<file path="config.mk">
export PLATFORM = sky130hd
export DESIGN_NAME = edge_update_sequencer
export DESIGN_NICKNAME = d
export VERILOG_FILES = /design/src/rtl/forex_pkg.sv /design/src/rtl/update_fifo.sv /design/src/rtl/edge_update_sequencer.sv
export SDC_FILE = /design/constraint.sdc
export NUM_CORES = 1
export LEC_CHECK = 0
export ABC_CLOCK_PERIOD_IN_PS = 4630
export CAP_MARGIN = 20
export CORE_MARGIN = 10
export CORE_UTILIZATION = 55
export DETAILED_ROUTE_END_ITERATION = 12
export HOLD_SLACK_MARGIN = 0.15
export PLACE_DENSITY = 0.76
export SLEW_MARGIN = 20
export SYNTH_ARGS = -nofsm -noshare
export SYNTH_HDL_FRONTEND = slang
export SYNTH_SLANG_ARGS = --single-unit
</file>
<file path="constraint.sdc">
create_clock -name clk -period 4.63 [get_ports clk]
set_input_delay 0.463 -clock clk [delete_from_list [all_inputs] [get_ports clk]]
set_output_delay 0.463 -clock clk [all_outputs]
set_load 0.02 [all_outputs]
</file>
<file path="src/rtl/forex_pkg.sv">
// -----------------------------------------------------------------------------
// forex_pkg
// Shared types and constants for the arbitrage host path (FOREX top, Container
// core, edge_update_sequencer).
//   - PRED_W_DEF / WEIGHT_W_DEF : default vertex-index and weight widths
//                                 (same values as the Const.vh widths).
//   - ADDR_*                    : Avalon register map of the update sequencer.
//   - seq_state_t               : sequencer FSM states.
//   - edge_update_t             : one edge update {src, dst, e} at default widths.
//   - count_width()             : width of a 0..DEPTH occupancy counter.
// -----------------------------------------------------------------------------
package forex_pkg;

    localparam int PRED_W_DEF   = 6;
    localparam int WEIGHT_W_DEF = 32;

    localparam logic [2:0] ADDR_STAGE_VTX = 3'd0;  // write: {src, dst}
    localparam logic [2:0] ADDR_STAGE_E   = 3'd1;  // write: weight
    localparam logic [2:0] ADDR_COMMIT    = 3'd2;  // write: push staged triple
    localparam logic [2:0] ADDR_CLR_OVF   = 3'd3;  // write: clear sticky overflow
    localparam logic [2:0] ADDR_STATUS    = 3'd0;  // read : status word

    typedef enum logic [1:0] {
        ST_IDLE  = 2'd0,
        ST_ISSUE = 2'd1,
        ST_WAIT  = 2'd2
    } seq_state_t;

    typedef struct packed {
        logic [PRED_W_DEF-1:0]   src;
        logic [PRED_W_DEF-1:0]   dst;
        logic [WEIGHT_W_DEF-1:0] e;
    } edge_update_t;

    // Occupancy counter must represent DEPTH itself, hence one extra bit.
    function automatic int count_width(input int depth);
        return $clog2(depth) + 1;
    endfunction

endpackage

</file>
<file path="src/rtl/update_fifo.sv">
// -----------------------------------------------------------------------------
// update_fifo
// Synchronous FIFO of edge-update records with an extra tail-write port so the
// most recently pushed entry can be rewritten in place (update coalescing).
// Ports:
//   clk, reset        : clock, synchronous active-high reset (empties FIFO)
//   push, push_data   : append a record (caller guarantees !full || pop)
//   pop               : drop the head record (caller guarantees !empty)
//   tail_wr, tail_data: overwrite the tail record (never together with push)
//   head, tail        : current head / tail record
//   count             : occupancy 0..DEPTH
//   full, empty       : occupancy flags
// -----------------------------------------------------------------------------
module update_fifo
    import forex_pkg::*;
#(
    parameter int DATA_W = 44,
    parameter int DEPTH  = 16,
    localparam int AW    = $clog2(DEPTH),
    localparam int CNT_W = count_width(DEPTH)
) (
    input  logic              clk,
    input  logic              reset,
    input  logic              push,
    input  logic [DATA_W-1:0] push_data,
    input  logic              pop,
    input  logic              tail_wr,
    input  logic [DATA_W-1:0] tail_data,
    output logic [DATA_W-1:0] head,
    output logic [DATA_W-1:0] tail,
    output logic [CNT_W-1:0]  count,
    output logic              full,
    output logic              empty
);

    logic [DATA_W-1:0] mem [DEPTH];
    logic [AW-1:0]     wr_ptr;
    logic [AW-1:0]     rd_ptr;
    logic [AW-1:0]     tail_ptr;

    // DEPTH is a power of two, so pointer arithmetic wraps on its own.
    assign tail_ptr = wr_ptr - AW'(1);
    assign head     = mem[rd_ptr];
    assign tail     = mem[tail_ptr];
    assign full     = (count == CNT_W'(DEPTH));
    assign empty    = (count == '0);

    // Storage is not reset; occupancy alone defines which entries are live.
    always_ff @(posedge clk) begin
        if (push)
            mem[wr_ptr] <= push_data;
        else if (tail_wr)
            mem[tail_ptr] <= tail_data;
    end

    always_ff @(posedge clk) begin
        if (reset) begin
            wr_ptr <= '0;
            rd_ptr <= '0;
            count  <= '0;
        end else begin
            if (push)
                wr_ptr <= wr_ptr + AW'(1);
            if (pop)
                rd_ptr <= rd_ptr + AW'(1);
            count <= count + CNT_W'(push) - CNT_W'(pop);
        end
    end

endmodule

</file>
<file path="src/rtl/edge_update_sequencer.sv">
// -----------------------------------------------------------------------------
// edge_update_sequencer
// Avalon-slave front end that stages host edge updates {src, dst, e} into a
// FIFO and feeds them to the Container core one at a time, one start/done
// handshake per update, so host writes never disturb a running pass.
//
// Register map (write when chipselect && write):
//   0 W : stage_src <= wd[2*PRED_W-1:PRED_W], stage_dst <= wd[PRED_W-1:0]
//   1 W : stage_e   <= wd
//   2 W : commit staged triple (staging registers kept for recommit)
//   3 W : clear sticky overflow
//   0 R : {overflow, busy, 0.., count}, readdata valid the cycle after read
//   other addresses: writes ignored, reads return 0
//
// Ports:
//   clk, reset                   : clock, synchronous active-high reset
//   chipselect, write, read      : Avalon strobes
//   address, writedata, readdata : Avalon address / data (readdata registered)
//   c_start                      : one-cycle start pulse to the container
//   c_src, c_dst, c_e            : update presented to the container, held
//                                  until the next start
//   c_done                       : container completion pulse (WAIT only)
//   busy                         : FSM not idle or FIFO non-empty
//
// Build option: define UPDATE_COALESCE_EN to let a commit whose {src, dst}
// matches the FIFO tail overwrite that entry's weight instead of pushing.
// -----------------------------------------------------------------------------
module edge_update_sequencer
    import forex_pkg::*;
#(
    parameter int PRED_W   = PRED_W_DEF,
    parameter int WEIGHT_W = WEIGHT_W_DEF,
    parameter int DEPTH    = 16
) (
    input  logic                clk,
    input  logic                reset,
    input  logic                chipselect,
    input  logic                write,
    input  logic                read,
    input  logic [2:0]          address,
    input  logic [WEIGHT_W-1:0] writedata,
    output logic [WEIGHT_W-1:0] readdata,
    output logic                c_start,
    output logic [PRED_W-1:0]   c_src,
    output logic [PRED_W-1:0]   c_dst,
    output logic [WEIGHT_W-1:0] c_e,
    input  logic                c_done,
    output logic                busy
);

    localparam int REC_W = 2 * PRED_W + WEIGHT_W;
    localparam int CNT_W = count_width(DEPTH);

`ifdef UPDATE_COALESCE_EN
    localparam bit COAL_EN = 1'b1;
`else
    localparam bit COAL_EN = 1'b0;
`endif

    seq_state_t          state;
    logic [PRED_W-1:0]   stage_src;
    logic [PRED_W-1:0]   stage_dst;
    logic [WEIGHT_W-1:0] stage_e;
    logic                overflow;

    logic                wr_en;
    logic                rd_en;
    logic                commit;
    logic                clr_ovf;
    logic                pop;
    logic                push;
    logic                coal_hit;
    logic                ovf_set;
    logic [REC_W-1:0]    stage_rec;
    logic [REC_W-1:0]    fifo_head;
    logic [REC_W-1:0]    fifo_tail;
    logic [CNT_W-1:0]    fifo_count;
    logic                fifo_full;
    logic                fifo_empty;
    logic [WEIGHT_W-1:0] status;

    assign wr_en     = chipselect && write;
    assign rd_en     = chipselect && read;
    assign commit    = wr_en && (address == ADDR_COMMIT);
    assign clr_ovf   = wr_en && (address == ADDR_CLR_OVF);
    assign stage_rec = {stage_src, stage_dst, stage_e};

    // The head leaves the FIFO during the single ISSUE cycle.
    assign pop = (state == ST_ISSUE);

    // Coalescing must not touch an entry that is being popped this cycle,
    // which is only possible when the tail is also the head (count == 1).
    assign coal_hit = COAL_EN && commit
                   && ((fifo_count > CNT_W'(1)) || ((fifo_count == CNT_W'(1)) && !pop))
                   && (fifo_tail[REC_W-1 -: 2*PRED_W] == {stage_src, stage_dst});

    // A full FIFO still accepts a commit when the head is popped that cycle.
    assign push    = commit && !coal_hit && (!fifo_full || pop);
    assign ovf_set = commit && !coal_hit && fifo_full && !pop;

    update_fifo #(
        .DATA_W (REC_W),
        .DEPTH  (DEPTH)
    ) u_fifo (
        .clk       (clk),
        .reset     (reset),
        .push      (push),
        .push_data (stage_rec),
        .pop       (pop),
        .tail_wr   (coal_hit),
        .tail_data (stage_rec),
        .head      (fifo_head),
        .tail      (fifo_tail),
        .count     (fifo_count),
        .full      (fifo_full),
        .empty     (fifo_empty)
    );

    assign busy = (state != ST_IDLE) || !fifo_empty;

    // ---------------------------------------------------------------- staging
    always_ff @(posedge clk) begin
        if (reset) begin
            stage_src <= '0;
            stage_dst <= '0;
            stage_e   <= '0;
            overflow  <= 1'b0;
        end else begin
            if (wr_en && (address == ADDR_STAGE_VTX)) begin
                stage_src <= writedata[2*PRED_W-1:PRED_W];
                stage_dst <= writedata[PRED_W-1:0];
            end
            if (wr_en && (address == ADDR_STAGE_E))
                stage_e <= writedata;
            // Set takes priority over a clear in the same cycle.
            if (ovf_set)
                overflow <= 1'b1;
            else if (clr_ovf)
                overflow <= 1'b0;
        end
    end

    // ---------------------------------------------------------------- status
    always_comb begin
        status                = '0;
        status[WEIGHT_W-1]    = overflow;
        status[WEIGHT_W-2]    = busy;
        status[CNT_W-1:0]     = fifo_count;
    end

    always_ff @(posedge clk) begin
        if (reset)
            readdata <= '0;
        else if (rd_en)
            readdata <= (address == ADDR_STATUS) ? status : '0;
    end

    // ---------------------------------------------------------------- FSM
    // Outputs are registered on the IDLE->ISSUE transition so they are valid
    // for the whole ISSUE cycle in which c_start is high.
    always_ff @(posedge clk) begin
        if (reset) begin
            state   <= ST_IDLE;
            c_start <= 1'b0;
            c_src   <= '0;
            c_dst   <= '0;
            c_e     <= '0;
        end else begin
            case (state)
                ST_IDLE: begin
                    if (!fifo_empty) begin
                        state   <= ST_ISSUE;
                        c_start <= 1'b1;
                        c_src   <= fifo_head[REC_W-1 -: PRED_W];
                        c_dst   <= fifo_head[WEIGHT_W+PRED_W-1 -: PRED_W];
                        // A same-cycle coalesce into the single entry rewrites
                        // the head at this edge; forward the new weight.
                        c_e     <= (coal_hit && (fifo_count == CNT_W'(1)))
                                   ? stage_e : fifo_head[WEIGHT_W-1:0];
                    end
                end
                ST_ISSUE: begin
                    c_start <= 1'b0;
                    state   <= ST_WAIT;
                end
                ST_WAIT: begin
                    if (c_done)
                        state <= ST_IDLE;
                end
                default: begin
                    c_start <= 1'b0;
                    state   <= ST_IDLE;
                end
            endcase
        end
    end

endmodule
</file>
After elaboration in Yosys (flattened, before gate mapping)
Memory sizes are Yosys's and may differ from the RTL's. A register that Yosys moved wholly into a read port is not among the register bits. Index checks and enable logic that the tools add are counted.

Register bits after elaboration: 93. Bits in writable memories: 704. Input bits: 41. Output and inout port bits: 78. Word-level logic and storage cells: 57. Memories kept: 1.

Memory list: u_fifo.mem (words 16, width 44, read ports 1, clocked after memory_dff 1, wr ports 1, RTL line update_fifo.sv:36) `logic [DATA_W-1:0] mem [DEPTH];`.

$add $sub $neg: 4. Equal/unequal tests: 8. Multiplexer cells: 10. Bitwise gates (word level): 2. Reductions and logical operators: 22.

Operators by type and width (number): two-way mux 32 bit (1); logical AND 1 bit (9); adder 4 x 1 -> 4 bit, second input constant (2); == test 3 x 2 -> 1 bit, second input constant (2); case mux 2 bit (3 select lines) (1); AND reduction 2 bit (3); adder 5 x 1 -> 5 bit (1); == test 5 bit, second input constant (1); logical NOT 5 bit (1); two-way mux 1 bit (5); subtractor 5 x 1 -> 5 bit (1); two-way mux 2 bit (2); != test 2 bit, second input constant (2); nonzero test 2 bit (2); == test 3 x 1 -> 1 bit, second input constant (1); logical NOT 1 bit (3); logical NOT 3 bit (1); == test 2 x 1 -> 1 bit, second input constant (1); == test 2 bit, second input constant (1); logical NOT 2 bit (1); logical OR 1 bit (2); NOT 1 bit (2); case mux 1 bit (2 select lines) (1).

Depth between registers and ports, before layout
Gate-level depths: netlist of the first run.

Depth in word-level cells: 6. Depth in mapped cells: 12. Gate-level depth less buffers: 11.

Modules after synthesis
From an unflattened synthesis of the first run, not the netlist that was laid out.

Cell total of the unflattened synthesis: 2210. Area total of the unflattened synthesis: 37313.3 um2.

By module, submodules not included: update_fifo (instances 1, cells an instance 1772, area each 33300.7 um2, seq. area each 21480.6 um2); edge_update_sequencer (instances 1, cells an instance 438, area each 4012.6 um2, seq. area each 1981.9 um2).

Worst setup path before layout of the first run
No wires, ideal clock.

Path kind: register to register. Start: register u_fifo.count[2]. End: memory u_fifo.mem[0][0], enable pin. Setup time: 0.500 ns. Data arrival time: 4.382 ns. Data required time: 4.130 ns. Slack: -0.252 ns. Stages on the path, launching flop included: 8. Buffers on the path: 1. Period minus slack after synthesis: 4.882 ns. Path through: dfxtp_1 -> inv_1 -> ha_1 -> nor3b_1 -> a311oi_1 -> buf_2 -> nand2_1 -> nor3_1.

Longest elaborated chain between the ends: 6.

RTL lines: from (decl) (RTL line update_fifo.sv:31) `output logic [CNT_W-1:0] count,`; from (signal assigned) (RTL line update_fifo.sv:66) `count <= count + CNT_W'(push) - CNT_W'(pop);`; == test 5 bit (RTL line update_fifo.sv:45) `assign full = (count == CNT_W'(DEPTH));`; logical NOT 1 bit (RTL line edge_update_sequencer.sv:98) `assign push = commit && !coal_hit && (!fifo_full || pop);`; logical OR 1 bit (RTL line edge_update_sequencer.sv:98); logical AND 1 bit (RTL line edge_update_sequencer.sv:98); net push (RTL line edge_update_sequencer.sv:71) `logic push;`; two-way mux 1 bit (RTL line update_fifo.sv:50) `if (push)`; two-way mux 1 bit (not written as such) (RTL line update_fifo.sv:51) `mem[wr_ptr] <= push_data;`; to (decl) (RTL line update_fifo.sv:36).

The timed path passes the listed nets, and every way through them passes these cells.

Worst setup path in the final report of the first run
Start: register u_fifo.count[3]. End: memory u_fifo.mem[10][15], enable pin.

Longest elaborated chain between the ends: 6.

RTL lines (RTL line): == test 5 bit (update_fifo.sv:45); logical NOT 1 bit (edge_update_sequencer.sv:98); logical OR 1 bit (edge_update_sequencer.sv:98); logical AND 1 bit (edge_update_sequencer.sv:98); two-way mux 1 bit (update_fifo.sv:50); two-way mux 1 bit (not written as such) (update_fifo.sv:51).

No other way between the ends.

==> run_results.csv, run 1 <==
group,metric,value,unit
final_layout,drive_gt1_share,24.01,%
setup_path,critical_path_required,4910,ps
clocking,cts_tree,"done",
clocking,clockBufferDepth,3,
synth,synth_edf_count,704,
setup_path,cpMostUsedCell,"buf_4",
floorplanning,die_area,66220,um^2
clocking,clk_pin_slew,60,ps
setup_path,slowest_delay,630,ps
synth,yosys_warnings,0,
routing,drc,0,
setup_path,arrival,3260,ps
global_routing,gr-total-overflow,0,
timing,max_slew_margin,24.04,%
floorplanning,core_region_area,55420,um^2
timing,setup_viol,0,
timing,whs,393.0,ps
pwr,finalPower,17.82,mW
timing,worst_slew_pin_slew,1139,ps
final_layout,regArea,23390,um^2
final_layout,fin_cells,2468,
timing,fin_tns_setup,0,ps
pwr,p_leak,11.48,nW
floorplanning,num_io_pins,119,
timing,fmax,335.4,MHz
routing,dr.max_layer_used,"met4",
pwr,max-vdd-ir-drop,0.2763,mV
clocking,ctsResizeCount,0,
pwr,power.density,503.1,nW/um^2
synth,synthesis.area,30980,um^2
final_layout,postLayoutCoreUtil,63.92,%
setup_path,cp_cell_sequence,"inv_1 -> ha_1 -> nor3b_1 -> a311oi_1 -> buf_4 -> nand2_1 -> nor2_4 -> buf_4",
global_routing,grt_pass1_wl,100300,um
setup_path,start_kind,"flip-flop",
clocking,clk-insertion-delay-late,620,ps
timing,clock_skew,27.36,ps
routing,routed_via_density,6.071,
synth,yosysUniqueCellTypes,45,
routing,wire_per_inst,26.89,um
floorplanning,die_h,257.3,um
floorplanning,initial_utilization,55.90,%
final_layout,multi_input_area,7168,um^2
final_layout,antenna-diode-count,0,
global_routing,grt_max_degree,71,
routing,ant_nets,0,
timing,fin_crit,2982,ps
place,place_congestion,0.7749,
clocking,h-tree-depth,3,
synth,ys_seq_elements,816,
global_routing,first_global_vias,15530,
routing,num_vias,14980,
floorplanning,die_w,257.3,um
global_routing,antenna_found_initial,0,
synth,synth_ff_type,"edfxtp_1",
place,dp.final_hpwl,37400,um
hold_path,hp-class,"input port to flip-flop",
clocking,numClockSinks,816,
routing,drt-total-wl,66360,um
timing,rsz0062_at_grt,"no",
final_layout,syn_to_final_growth,14.34,%
timing,finalHoldViolations,0,
final_layout,final_nets,1706,
setup_path,regToRegSetupSlack,1650,ps
clocking,cts_hold_buf,0,
global_routing,grt_use_total,20.08,%
clocking,clockRootBuffer,"clkbuf_16",
routing,drtIter0Drc,1695,
place,io_buffer_count,93,
timing,slew_violations,0,
setup_path,cp_slowest_cell,"nor2_4",
clocking,postCtsSetupBuffers,0,
setup_path,critPathKind,"flip-flop to flip-flop",
place,dp.cells,2319,
timing,fin_crit_sh,64.40,%
final_layout,fillers,3584,
clocking,cts-buffers-inserted,80,
routing,wl_met3,5118,um
outcome,status,"completed",
routing,met2_length,33440,um
routing,dr.pass1.iters,5,
synth,ys_seq_area_share,75.48,%
setup_path,cp-end-kind,"flip-flop",
routing,wl_met1,26170,um
synth,post_synth.cell_area_avg,20.35,um^2
synth,async_flop_share,0,%
synth,syn_inst,1522,
setup_path,path_max_fanout,21,
run,maxCapViolations,0,
floorplanning,rows,86,
## cells by family after synthesis
group	Yosys count	share of synthesized area (%)
AO/OA/AOI/OAI	142	3.122
XOR/XNOR	6	0.1697
adder cells (fa/ha/maj)	12	0.5089
buffers and inverters	121	2.193
flip-flops	816	75.48
multiplexers	277	16.48
other	1	0.01211
AND/OR/NAND/NOR	147	2.036
## report_power, final
part	switching [mW]	internal, mW	leakage [nW]
clock network	2.62	3.61	1.22
registers	0.346	8.12	7.75
logic	1.50	1.63	2.51
## layer usage
layer	up-vias	GRT usage, %
met5	-	0
met4	0	6.551
met3	107	3.484
met2	687	33.30
met1	7816	26.79
li1	6374	-
## worst max-delay path, delay by kind of cell (launching register included)
kind / cells / cell delay, ps
buffers and inverters: 3 / 740
adder cells (fa/ha/maj): 1 / 190
AND/OR/NAND/NOR: 3 / 1050
AO/OA/AOI/OAI: 1 / 280
flip-flops: 1 / 380
## metrics by stage
stage / setup WS, ps / instance area [um^2]
floorplan: 927.2 / 31090
global placement: 1318 / 32880
detailed placement: 1256 / 32880
CTS: 1599 / 35410
global route: 1487 / 35420
finish: 1648 / 35420
## final cells by class
type,instances,area share [%]
Inverter,15,0.1590
Multi-Input combinational cell,609,20.24
Timing Repair Buffer,131,3.773
Sequential cell,816,66.05
Clock inverter,25,0.5051
Clock buffer,124,6.637
Tap cell,748,2.642
## Yosys cell counts (2+ instances only)
cell type  instances  area (um^2)
a21o_1             3        22.52
a21oi_1           39        195.2
a22oi_1           30        225.2
a22oi_2           21        262.8
and3b_1            2        17.52
buf_1              8        30.03
buf_2             20        100.1
buf_4             39        292.8
buf_6              2        22.52
buf_8              2        30.03
clkbuf_1          34        127.6
dfxtp_1          112         2242
edfxtp_1         704        21140
ha_1              11        137.6
inv_1             15        56.30
mux2_2            24        270.3
mux2_4            20        300.3
mux2i_1           57        570.6
mux4_2           176         3964
nand2_1           77        289.0
nand2b_1           2        12.51
nand3_1            3        15.01
nor2_1            43        161.4
nor2b_1            3        18.77
nor3_1             7        35.03
nor3b_1            2        15.01
nor4_1             2        12.51
o21ai_0           20        100.1
o21ai_1           24        120.1
xnor2_1            3        26.28
xor2_1             3        26.28
## worst paths after layout
| kind | depth (start not counted) | end | startpoint |
|---|---|---|---|
| setup / recovery | 8 | u_fifo.mem[10][15] | u_fifo.count[3] |
| hold / removal | 3 | stage_e[26] | writedata[26] |
| setup reg to reg | 8 | u_fifo.mem[10][15] | u_fifo.count[3] |
| hold reg to reg | 2 | c_e[11] | c_e[11] |
## state kept, by name, summed over array words and instances (netlist names)
name,count
c_src,6
overflow,1
c_e,32
stage_src,6
c_start,1
u_fifo.count,5
state,2
stage_dst,6
c_dst,6
u_fifo.rd_ptr,4
readdata,7
stage_e,32
u_fifo.wr_ptr,4
u_fifo.mem,704
## placed cells by master, fill, tap and decap left out, types with 21 or more instances in the layout
cell type and n:
a21oi_1 39, a22oi_1 30, a22oi_2 21, buf_4 28, clkbuf_1 29, clkbuf_16 83, clkdlybuf4s50_1 92, conb_1 25
dfxtp_1 109, edfxtp_1 704, mux2_2 24, mux2i_1 57, mux4_2 176, nand2_1 77, nor2_1 31, o21ai_1 24
No activity file was read; power rests on OpenSTA's default activity.
==> run 2: changes to the inputs <==
ABC_CLOCK_PERIOD_IN_PS = 3110   (was 4630)
CORE_UTILIZATION = 60   (was 55)
PLACE_DENSITY = 0.79   (was 0.76)
clock period = 3.11 ns   (was 4.63 ns; I/O delays follow)
==> run 2 against run 1 <==
Effect of this change:
- register-to-register slack got worse by 1300 ps
- non-clock buffer count increased by 25
- total power increased by 54%
- sequential share of layout area decreased by 0.86 points
- critical path depth decreased by 3
- sequential power increased by 48%
- global-route usage increased by 3.6 points
- first-iteration DRC count increased by 4.0%
- setup slack got worse by 1400 ps
- combinational power increased by 58%
- die area decreased by 7.7%
- hold slack got worse by 150 ps
- critical endpoint is now busy
- largest power group unchanged
==> run_results.csv, run 2 (synthesis results as in run 1) <==
group,metric,value,unit
final_layout,largest_register,"u_fifo.mem",
clocking,clockBufferDepth,3,
setup_path,regToRegSetupSlack,320,ps
place,dp.final_hpwl,39450,um
timing,fmax,354.6,MHz
setup_path,reg2reg_to,"u_fifo.mem[9][31]",
global_routing,grt_use_total,23.66,%
global_routing,grt_max_degree,69,
routing,drc,0,
final_layout,antenna-diode-count,0,
routing,wire_per_inst,29.31,um
hold_path,hp-class,"input port to flip-flop",
setup_path,start_kind,"flip-flop",
routing,ant_nets,0,
global_routing,first_global_vias,16160,
floorplanning,die_h,247.2,um
setup_path,critical_path_required,2800,ps
clocking,h-tree-depth,3,
run,maxCapViolations,0,
place,placed_cell_area,33140,um^2
place,io_buffer_count,93,
floorplanning,num_io_pins,119,
pwr,power.share.switching,25.07,%
pwr,power.density,763.2,nW/um^2
clocking,ctsResizeCount,0,
timing,fin_crit,2820,ps
global_routing,gr-total-overflow,0,
final_layout,final_cell_mix,"edfxtp_1 (704), mux4_2 (176), dfxtp_1 (109)",
floorplanning,die_area,61120,um^2
final_layout,largest_register_ffs,704,
global_routing,grt_pass1_wl,106300,um
setup_path,critPathKind,"flip-flop to output port",
timing,fin_crit_sh,90.68,%
global_routing,antenna_found_initial,0,
setup_path,cp-end-kind,"output port",
final_layout,final_common_cell,"edfxtp_1",
hold_path,worst_hold_path.num_cells,3,
final_layout,fillers,2930,
clocking,clk_pin_slew,60,ps
setup_path,r2r_start,"u_fifo.count[2]",
pwr,p_int,20.52,mW
timing,max_slew_margin,28.05,%
pwr,clockPowerShare,36.2,%
timing,setup_viol,0,
floorplanning,initial_utilization,60.51,%
routing,routed_via_density,6.362,
setup_path,rr_worst_depth,8,
pwr,power_switching,6.867,mW
hold_path,hp-start,"writedata[24]",
pwr,seq_power_share,45.8,%
clocking,cts_tree,"done",
floorplanning,core_region_area,51200,um^2
clocking,numClockSinks,816,
routing,drtIter0Drc,1762,
pwr,p_leak,11.76,nW
floorplanning,rows,83,
routing,drt-total-wl,71080,um
final_layout,final_nets,1731,
outcome,status,"completed",
timing,whs,245.8,ps
place,place_congestion,0.7742,
clocking,clockRootBuffer,"clkbuf_16",
timing,clock_skew,16.91,ps
final_layout,reg_top3,"u_fifo.mem: 704 flops, c_e: 32 flops, stage_e: 32 flops",
timing,worst_slew_pin_slew,1076,ps
clocking,cts-buffers-inserted,80,
routing,dr.pass1.iters,7,
setup_path,path_max_fanout,5,
final_layout,drive_gt1_share,25.85,%
timing,rsz0062_at_grt,"no",
routing,num_vias,15430,
timing,slew_violations,0,
timing,finalHoldViolations,0,
clocking,clk-insertion-delay-late,620,ps
final_layout,stdcell_area,35890,um^2
setup_path,arrival,2510,ps
hold_path,whs_endpoint,"stage_e[24]",
pwr,power_frac_comb,18.0,%
final_layout,syn_to_final_growth,15.85,%
floorplanning,die_w,247.2,um
pwr,max-vdd-ir-drop,0.4508,mV
-- run 2: cell types whose count changed in the layout (fill, tap and decap cells not counted) --
| cell | before | now |
|---|---|---|
| buf_12 | 10 | 23 |
| buf_4 | 28 | 39 |
| clkinv_1 | 12 | 4 |
| clkbuf_1 | 29 | 22 |
| bufinv_16 | 2 | 7 |
| clkinv_2 | 5 | 10 |
| clkbuf_16 | 83 | 85 |
| and3b_1 | 1 | 2 |
| and3b_2 | 1 | 0 |
| clkbuf_8 | 12 | 13 |
| clkinvlp_4 | 3 | 4 |
| dlygate4sd3_1 | 0 | 1 |
| inv_8 | 0 | 1 |
-- run 2: worst max-delay path by stage --
stage / start / end / slack (ps) / cells past startpoint
2_1_floorplan: u_fifo.count[2] / u_fifo.mem[12][0] / -590 / 7
3_3_place_gp: address[1] / u_fifo.mem[0][16] / 240 / 7
3_5_place_dp: address[1] / u_fifo.mem[0][28] / 200 / 7
4_1_cts: u_fifo.count[3] / busy / 250 / 5
5_1_grt: u_fifo.count[2] / busy / 150 / 5
6_report: u_fifo.count[3] / busy / 290 / 5
-- run 2: worst max-delay path, cell delays in order, from the launching register on --
cell	delay [ps]
dfxtp_1	320
inv_1	90
ha_1	180
nor4b_2	540
nand2_1	180
clkdlybuf4s50_1	590
-- run 2: cell type report --
class / count / area (um^2) / share of cell area (%)
multi-input combinational: 609 / 7167 / 19.97
clock inverter: 29 / 342.8 / 0.9553
sequential: 816 / 23390 / 65.18
clock buffer: 120 / 2389 / 6.656
timing repair buffer: 156 / 1689 / 4.707
tap: 680 / 850.8 / 2.371
inverter: 15 / 56.30 / 0.1569
-- run 2: per-layer routing --
metal / track usage [%] / share of wire, % / up-vias
li1: - / - / 6414
met1: 30.69 / 38 / 8089
met2: 40.09 / 52 / 804
met3: 3.971 / 7.4 / 120
met4: 8.392 / 2.9 / 0
met5: 0 / 0 / -
-- run 2: power by group through the flow --
| stage | combinational (mW) | sequential, mW | clock, mW |
|---|---|---|---|
| floorplan | 3.23 | 12.8 | 0 |
| global placement | 4.86 | 12.7 | 0 |
| detailed placement | 4.93 | 12.8 | 0 |
| CTS | 5.03 | 12.5 | 10.0 |
| global route | 5.28 | 12.6 | 10.4 |
| finish | 4.93 | 12.5 | 9.92 |
-- run 2: repair_timing --
| action | in CTS | in global routing |
|---|---|---|
| hold buffers | 1 | 0 |
| buffers inserted | 0 | 0 |
| endpoints found under the hold margin | 1 | 0 |
-- run 2: metrics by stage --
stage          utilization (%)  setup TNS (ps)  std cells  setup WS (ps)  total power [mW]
2_1_floorplan                -         -334660       1546         -592.8             16.07
3_3_place_gp             64.73               0       2275          240.2             17.60
3_5_place_dp             64.73               0       2275          197.4             17.70
4_1_cts                  70.08               0       2425          247.4             27.60
5_1_grt                  70.10               0       2425          154.0             28.28
6_report                 70.10               0       2425          289.8             27.39
==> run 3: changes to the inputs <==
CTS_CLUSTER_SIZE = 28   (was unset)
==> results of run 3 <==
Same layout as run 2: the final DEF is identical, and so are final timing and power.
